--- config.mk ---
export PLATFORM = sky130hd
export DESIGN_NAME = lector_banco_flat
export DESIGN_NICKNAME = d
export VERILOG_FILES = /design/src/rtl/lector_banco_pkg.sv /design/src/rtl/lector_banco_if.sv /design/src/rtl/lector_banco.sv /design/src/flat_wrapper.sv
export SDC_FILE = /design/constraint.sdc
export NUM_CORES = 1
export LEC_CHECK = 0
export BUFFER_PORTS_ARGS = -buffer_cell sky130_fd_sc_hd__buf_2
export CAP_MARGIN = 40
export CELL_PAD_IN_SITES_DETAIL_PLACEMENT = 0
export CELL_PAD_IN_SITES_GLOBAL_PLACEMENT = 1
export CORE_UTILIZATION = 37
export CTS_CLUSTER_SIZE = 12
export DETAILED_ROUTE_END_ITERATION = 12
export MAX_ROUTING_LAYER = met4
export PLACE_DENSITY = 0.9
export SLEW_MARGIN = 10
export SYNTH_ARGS = -nofsm -noshare
export SYNTH_HDL_FRONTEND = slang
export SYNTH_SLANG_ARGS = --single-unit
--- constraint.sdc ---
create_clock -name clk -period 1.8 [get_ports clk]
set_input_delay 0.27 -clock clk [delete_from_list [all_inputs] [get_ports clk]]
set_output_delay 0.27 -clock clk [all_outputs]
set_load 0.01 [all_outputs]
--- src/rtl/lector_banco_pkg.sv ---
// Shared types and default sizes for the sequential register-file reader.
package lector_banco_pkg;

    typedef enum logic [1:0] {
        REPOSO,
        LEER,
        ENVIAR,
        TERMINAR
    } estado_t;

    localparam int unsigned ANCHO_DEF  = 32;
    localparam int unsigned NREG_DEF   = 32;
    localparam int unsigned ADDR_W_DEF = 5;

endpackage

--- src/rtl/lector_banco_if.sv ---
// Output stream of the reader: word, its address and a valid/ready handshake.
interface lector_banco_if
    import lector_banco_pkg::*;
#(
    parameter int unsigned ANCHO  = ANCHO_DEF,
    parameter int unsigned ADDR_W = ADDR_W_DEF
);

    logic [ANCHO-1:0]  sal_dato;
    logic [ADDR_W-1:0] sal_dir;
    logic              sal_valid;
    logic              sal_ready;

    modport master (
        output sal_dato,
        output sal_dir,
        output sal_valid,
        input  sal_ready
    );

    modport slave (
        input  sal_dato,
        input  sal_dir,
        input  sal_valid,
        output sal_ready
    );

endinterface

--- src/rtl/lector_banco.sv ---
// Sequential register-file reader: walks dir_ini..dir_fin (inclusive, wrapping
// modulo NREG) through one read port and streams each word with its address.
// Optional running checksum output 'suma' enabled by defining LECTOR_SUMA_EN.
module lector_banco
    import lector_banco_pkg::*;
#(
    parameter int unsigned ANCHO  = ANCHO_DEF,
    parameter int unsigned NREG   = NREG_DEF,
    parameter int unsigned ADDR_W = ADDR_W_DEF
) (
    input  logic              clk,
    input  logic              rst_n,
    input  logic              inicio,
    input  logic [ADDR_W-1:0] dir_ini,
    input  logic [ADDR_W-1:0] dir_fin,
    output logic [ADDR_W-1:0] dl,
    input  logic [ANCHO-1:0]  q,
    lector_banco_if.master    sal,
    output logic              ocupado,
`ifdef LECTOR_SUMA_EN
    output logic [ANCHO-1:0]  suma,
`endif
    output logic              fin
);

    // The pointer wraps by plain overflow, so NREG must fill the address space.
    if (NREG != (32'd1 << ADDR_W)) begin : g_param_chk
        $error("lector_banco: NREG must equal 2**ADDR_W");
    end

    estado_t           estado_q, estado_d;
    logic [ADDR_W-1:0] ptr_q, ptr_d;
    logic [ADDR_W-1:0] ult_q, ult_d;
    logic [ANCHO-1:0]  dato_q, dato_d;
    logic [ADDR_W-1:0] dir_q, dir_d;
    logic              valid_q, valid_d;
    logic              ocupado_q, ocupado_d;
    logic              acepta;

    assign acepta = valid_q && sal.sal_ready;

    // Next-state logic: load range on start, capture a word, wait for handshake.
    always_comb begin
        estado_d  = estado_q;
        ptr_d     = ptr_q;
        ult_d     = ult_q;
        dato_d    = dato_q;
        dir_d     = dir_q;
        valid_d   = valid_q;
        ocupado_d = ocupado_q;
        unique case (estado_q)
            REPOSO: begin
                if (inicio) begin
                    ptr_d     = dir_ini;
                    ult_d     = dir_fin;
                    ocupado_d = 1'b1;
                    estado_d  = LEER;
                end
            end
            LEER: begin
                dato_d   = q;
                dir_d    = ptr_q;
                valid_d  = 1'b1;
                estado_d = ENVIAR;
            end
            ENVIAR: begin
                if (acepta) begin
                    valid_d = 1'b0;
                    if (ptr_q == ult_q) begin
                        estado_d = TERMINAR;
                    end else begin
                        ptr_d    = ptr_q + ADDR_W'(1);
                        estado_d = LEER;
                    end
                end
            end
            TERMINAR: begin
                ocupado_d = 1'b0;
                estado_d  = REPOSO;
            end
            default: estado_d = REPOSO;
        endcase
    end

    // State and datapath registers; reset abandons any transfer in flight.
    always_ff @(posedge clk or negedge rst_n) begin
        if (!rst_n) begin
            estado_q  <= REPOSO;
            ptr_q     <= '0;
            ult_q     <= '0;
            dato_q    <= '0;
            dir_q     <= '0;
            valid_q   <= 1'b0;
            ocupado_q <= 1'b0;
        end else begin
            estado_q  <= estado_d;
            ptr_q     <= ptr_d;
            ult_q     <= ult_d;
            dato_q    <= dato_d;
            dir_q     <= dir_d;
            valid_q   <= valid_d;
            ocupado_q <= ocupado_d;
        end
    end

    assign dl            = ptr_q;
    assign sal.sal_dato  = dato_q;
    assign sal.sal_dir   = dir_q;
    assign sal.sal_valid = valid_q;
    assign ocupado       = ocupado_q;
    assign fin           = (estado_q == TERMINAR);

`ifdef LECTOR_SUMA_EN
    logic [ANCHO-1:0] suma_q, suma_d;

    // Checksum cleared on start, accumulates every accepted word.
    always_comb begin
        suma_d = suma_q;
        if (estado_q == REPOSO && inicio) begin
            suma_d = '0;
        end else if (estado_q == ENVIAR && acepta) begin
            suma_d = suma_q + dato_q;
        end
    end

    // Checksum register.
    always_ff @(posedge clk or negedge rst_n) begin
        if (!rst_n) begin
            suma_q <= '0;
        end else begin
            suma_q <= suma_d;
        end
    end

    assign suma = suma_q;
`endif

endmodule

--- src/flat_wrapper.sv ---
// flat-port wrapper written by rule: the top's interface ports become plain ports
module lector_banco_flat import lector_banco_pkg::*;
#(
    parameter int unsigned ANCHO  = ANCHO_DEF,
    parameter int unsigned NREG   = NREG_DEF,
    parameter int unsigned ADDR_W = ADDR_W_DEF
)
  (clk, rst_n, inicio, dir_ini, dir_fin, dl, q, ocupado, fin, sal_sal_dato, sal_sal_dir, sal_sal_valid, sal_sal_ready);
  lector_banco_if #(.ANCHO(ANCHO), .ADDR_W(ADDR_W)) sal_i ();
  input  logic clk;
  input  logic rst_n;
  input  logic inicio;
  input  logic [ADDR_W-1:0] dir_ini;
  input  logic [ADDR_W-1:0] dir_fin;
  output logic [ADDR_W-1:0] dl;
  input  logic [ANCHO-1:0] q;
  output logic ocupado;
  output logic fin;
  output wire logic [$bits(sal_i.sal_dato)-1:0] sal_sal_dato;
  output wire logic [$bits(sal_i.sal_dir)-1:0] sal_sal_dir;
  output wire logic [$bits(sal_i.sal_valid)-1:0] sal_sal_valid;
  input wire logic [$bits(sal_i.sal_ready)-1:0] sal_sal_ready;
  assign sal_sal_dato = sal_i.sal_dato;
  assign sal_sal_dir = sal_i.sal_dir;
  assign sal_sal_valid = sal_i.sal_valid;
  assign sal_i.sal_ready = sal_sal_ready;
  lector_banco #(.ANCHO(ANCHO), .NREG(NREG), .ADDR_W(ADDR_W)) u_core (.clk(clk), .rst_n(rst_n), .inicio(inicio), .dir_ini(dir_ini), .dir_fin(dir_fin), .dl(dl), .q(q), .sal(sal_i), .ocupado(ocupado), .fin(fin));
endmodule
==> flow_summary.toml, run 1 <==
[run_status]
status = "finished, final reports clean"

[clock_tree]
cts_resized = 0
cts_buffer_depth = 2
cts_hold_buf = 1
clock_latency_ps = 290
clk_pin_slew_ps = 90
cts_buffers = 5
h-tree-depth = 2
cts_setup_buffers = 0
cts_sinks = 51
clockRootBuffer = "clkbuf_8"
cts_tree = "built"

[worst_setup_path]
crit_start = "u_core.dl[4]"
crit_end = "u_core.dl[1]"
end_kind = "flop"
startpoint_type = "flop"
path_class = "reg -> reg"
arrival_ps = 1840
r2r-end = "u_core.dl[1]"
worstReg2RegStart = "u_core.dl[4]"
regToRegSetupSlack_ps = 150
path_max_fanout = 7
cp.required_ps = 1980
reg2reg_depth = 4

[sta]
slew_headroom = 0.7244
min_period_over_period = 0.9191
timing.fmax_mhz = 604.5
rsz0062_at_grt = "false"
setup_violations = 0
worst_slew_pin_slew_ps = 410.4
holdWs_ps = 199.4
min_period_ps = 1654
finClkSkew_ps = 6.908
setup_tns_ps = 0
finalMaxSlewViolations = 0
hold_viol_final = 0

[place]
gp_congestion = 0.8645
dp_hpwl_mm = 3.047
dp_cells = 308
numPortBuffers = 90

[layout]
seqCellArea_um2 = 1276
drive_gt1_frac = 0.6122
stdcell_count = 317
nets = 291
area_growth_pct = 31.52
nFillCells = 507
multi_input_area_um2 = 818.3
antenna_cells = 0
final_util = 0.5062

[detailed_routing]
wl_per_cell_um = 12.99
vias = 1535
remaining_drc_errors = 0
drt_iter0_drc = 19
final_antenna_net_count = 0
wl_mm = 4.117
via_per_inst = 4.842
drtPass1Iterations = 4

[global_routing]
track_usage = 0.1475
grt_start_max_net_pins = 52
grt_pass1_vias = 1482
grt_overflow = 0
antenna_found_initial = 0
grt_pass1_wl_mm = 6.858

[worst_hold_path]
hp-class = "in -> reg"
hold_depth = 2

[pwr]
cellLeakagePower_nw = 1.321
vdd_ir_drop_max_v = 0.0007107
power_w = 0.005100
p_per_area_nw_per_um2 = 1829

[die]
start_util = 0.3849
coreArea_um2 = 5507
die_y_um = 77.69
dieArea_um2 = 6035
die_w_um = 77.69
rows = 27
io-pin-count = 91

[yosys]
ys_types = 26
synth_nets = 193
syn_avg_cell_area_um2 = 14.52
ys.warnings.count = 0
syn_inst = 146
syn_area_um2 = 2120
yosysSeqAreaShare = 0.6021
synth-seq-cells = 51

[job]
max_cap_viol_count = 0
worst min path at each step:
stage                     startpoint                      end  slack [ps]
after CTS                       q[2]   u_core.sal.sal_dato[2]         180
after floorplan                rst_n             u_core.dl[0]         -30
after detailed placement       rst_n  u_core.sal.sal_dato[30]         280
final                          q[26]  u_core.sal.sal_dato[26]         200
after global placement         rst_n  u_core.sal.sal_dato[29]         280
after global routing           q[26]  u_core.sal.sal_dato[26]         180
flip-flops by register name, indices dropped and copies added, names as in the netlist:
register,flops
u_core.ocupado,1
u_core.sal.sal_dato,32
u_core.estado_q,2
u_core.dl,5
u_core.ult_q,5
u_core.sal.sal_valid,1
u_core.sal.sal_dir,5
cell families (layout without fill, tap and decap cells):
kind of cell | Yosys count | after routing | share of synthesized area
multiplexers | 43 | 43 | 0.2285
XOR/XNOR | 5 | 5 | 0.02066
buffers and inverters | 7 | 106 | 0.01535
flip-flops | 51 | 51 | 0.6021
AO/OA/AOI/OAI | 14 | 14 | 0.05608
AND/OR/NAND/NOR | 25 | 25 | 0.07144
adder cells (fa/ha/maj) | 1 | 1 | 0.005902
where the power goes:
group          total (W)  switching [W]  internal (W)  leakage [nW]
Clock           0.000627       0.000355      0.000272        0.0412
Sequential       0.00215       0.000411       0.00174         0.598
Combinational    0.00233        0.00109       0.00124         0.682
worst max-delay path, stage by stage (launching register included):
cell and delay [ps]:
dfrtp_1 450, xor2_1 190, nor4_4 460, a21oi_2 150, mux2_2 290
synth_stat cells:
master / count / area (um^2)
ha_1: 1 / 12.51
or4_1: 1 / 7.510
mux2_2: 43 / 484.2
inv_1: 2 / 7.510
and2b_1: 1 / 7.510
nand2_1: 7 / 26.28
nor3b_4: 1 / 18.77
nor2b_1: 1 / 6.260
nor2_1: 5 / 18.77
buf_2: 5 / 25.02
nor4_4: 1 / 21.27
a221oi_1: 2 / 17.52
a31oi_4: 1 / 21.27
a211oi_1: 1 / 7.510
nand3_1: 4 / 20.02
dfrtp_1: 51 / 1276
and2_1: 1 / 6.260
nand2b_1: 1 / 6.260
a21oi_2: 1 / 8.760
nand4_1: 2 / 12.51
a21oi_1: 1 / 5.000
xor2_1: 5 / 43.79
o21ai_0: 2 / 10.01
a221o_1: 1 / 10.01
o22ai_1: 2 / 12.51
a2bb2oi_1: 3 / 26.28
stage by stage:
stage | setup WS, ps | instance area, um^2
after global placement | 198.0 | 2693
after floorplan | 251.8 | 2120
after global routing | 56.77 | 2788
after detailed placement | 164.1 | 2693
after CTS | 146.3 | 2788
final | 145.7 | 2788
layout by cell type (no fill, tap or decap), types with 3 or more instances in the layout:
cell,count
a2bb2oi_1,3
buf_2,90
buf_4,4
clkbuf_8,5
dfrtp_1,51
mux2_2,43
nand2_1,7
nand3_1,4
nor2_1,5
xor2_1,5
layer usage:
layer / track usage / vias to the layer above / routed length [um]
li1: - / 721 / -
met3: 0.04353 / 2 / 302
met2: 0.2425 / 75 / 1901
met5: - / - / 0
met1: 0.1812 / 737 / 1897
met4: 0.02830 / 0 / 16
area by class of cell:
| class | count | area share |
|---|---|---|
| clock buffer | 6 | 0.02603 |
| multi-input combinational | 88 | 0.2935 |
| tap | 72 | 0.03232 |
| sequential | 51 | 0.4578 |
| inverter | 2 | 0.002693 |
| clock inverter | 2 | 0.004488 |
| timing repair buffer | 96 | 0.1831 |
Power figures use the tool's default switching activity.
==> inputs of run 2 (changes only) <==
- CORE_UTILIZATION: 37 -> 30
- PLACE_DENSITY: 0.9 -> 0.77
==> run 2 against run 1 <==
Register-to-register slack better by 90 ps. Sequential cell count did not move. Die area rose by 23%. Worst hold slack worse by 3.0 ps. Routed wire length is 8.0% higher. Count of clock-buffer cells in the layout stayed put. Via count hardly changed. Critical endpoint unchanged. Largest cell class unchanged. Highest routed layer unchanged.
==> flow_summary.toml, run 2 (synthesized netlist as in run 1, its figures left out) <==
[sta]
timing.final.ws_setup_ps = 232.2
finClkSkew_ps = 7.333
slew_headroom = 0.7690
setup_violations = 0
finalMaxSlewViolations = 0
worst_slew_pin_slew_ps = 343.8
min_period_ps = 1568
timing.fmax_mhz = 637.9
setup_tns_ps = 0
rsz0062_at_grt = "false"
min_period_over_period = 0.8710
hold_viol_final = 0

[detailed_routing]
wl_met2_mm = 2.268
wl_mm = 4.448
vias = 1536
wl_per_cell_um = 12.93
dr_wl_met3_um = 237
wl_met1_mm = 1.910
drtPass1Iterations = 4
final_antenna_net_count = 0
topRoutingLayerUsed = "met4"
remaining_drc_errors = 0
drt_iter0_drc = 34
via_per_inst = 4.465

[layout]
stdcell_area_um2 = 2873
area_growth_pct = 35.54
final_util = 0.4228
final_cell_mix = "buf_2, dfrtp_1, mux2_2"
nets = 294
nFillCells = 662
layout_commonest_cell = "buf_2"
seqCellArea_um2 = 1276
multi_input_area_um2 = 818.3
largest_reg_flops = 32
antenna_cells = 0
drive_gt1_frac = 0.6210

[clock_tree]
clock_latency_ps = 300
cts_tree = "built"
clockRootBuffer = "clkbuf_8"
cts_resized = 0
cts_buffers = 5
clk_pin_slew_ps = 90
cts_buffer_depth = 2
cts_sinks = 51
h-tree-depth = 2

[worst_setup_path]
path_cells = "xor2_1 > nor4_4 > a21oi_2 > mux2_2"
arrival_ps = 1760
path_max_fanout = 5
startpoint_type = "flop"
reg2reg_depth = 4
cp_top_family = "flip-flops"
path_class = "reg -> reg"
crit_path_max_incr_delay_ps = 440
end_kind = "flop"
cp.required_ps = 1990
path_buf_inv = 0
cp.depth = 4
critPathSlowestCell = "dfrtp_1"

[place]
dp_hpwl_mm = 3.239
numPortBuffers = 90
gp_congestion = 0.8121
dpl_cell_area_um2 = 2745
pre_cts_ws_ps = 247.2

[global_routing]
grt_pass1_wl_mm = 7.389
grt_overflow = 0
grt_pass1_vias = 1514
antenna_found_initial = 0
track_usage = 0.1332
grt_start_max_net_pins = 52

[die]
rows = 30
die_y_um = 86.06
coreArea_um2 = 6794
start_util = 0.3120
io-pin-count = 91
dieArea_um2 = 7405
die_w_um = 86.06

[pwr]
vdd_ir_drop_max_v = 0.0006467
cellLeakagePower_nw = 1.356
p_per_area_nw_per_um2 = 1867

[job]
max_cap_viol_count = 0

[worst_hold_path]
hp-class = "in -> reg"
hold_depth = 2

[run_status]
status = "finished, final reports clean"
## run 2: final cells by class
type,count,area share
sequential,51,0.4442
multi-input combinational,88,0.2848
timing repair buffer,99,0.1855
tap,96,0.04181
clock buffer,6,0.02875
clock inverter,2,0.01220
inverter,2,0.002613
## run 2: timing repair
item | in CTS | in global routing
hold endpoints to repair | 51 | 0
buffers inserted | 0 | 0
endpoints found under the setup margin | 0 | 0
hold buffers | 1 | 0
## run 2: routing by layer
metal | GRT usage | vias up
met2 | 0.2100 | 48
met1 | 0.1686 | 757
met4 | 0.03636 | 0
met3 | 0.03657 | 4
li1 | - | 727
met5 | - | -
## run 2: power by group
group          total (W)  switching (W)  internal, W
registers        0.00211       0.000374      0.00174
logic            0.00243        0.00115      0.00128
clock network   0.000822       0.000372     0.000450
## run 2: worst paths after layout
check                          startpoint                      end  slack (ps)
setup / recovery             u_core.dl[4]             u_core.dl[1]         230
hold / removal                 dir_fin[2]          u_core.ult_q[2]         200
setup reg to reg             u_core.dl[4]             u_core.dl[1]         230
hold reg to reg            u_core.ocupado           u_core.ocupado         500
max in group asynchronous           rst_n  u_core.sal.sal_dato[29]        1080
min in group asynchronous           rst_n    u_core.sal.sal_dir[1]         480
## run 2: stage by stage
step | total power, W | instances | hold slack, ps
floorplan | 0.003652 | 146 | -25.59
global placement | 0.004544 | 335 | 285.1
detailed placement | 0.004613 | 335 | 283.7
CTS | 0.005467 | 344 | 183.5
finish | 0.005363 | 344 | 196.5
global route | 0.005759 | 344 | 176.1
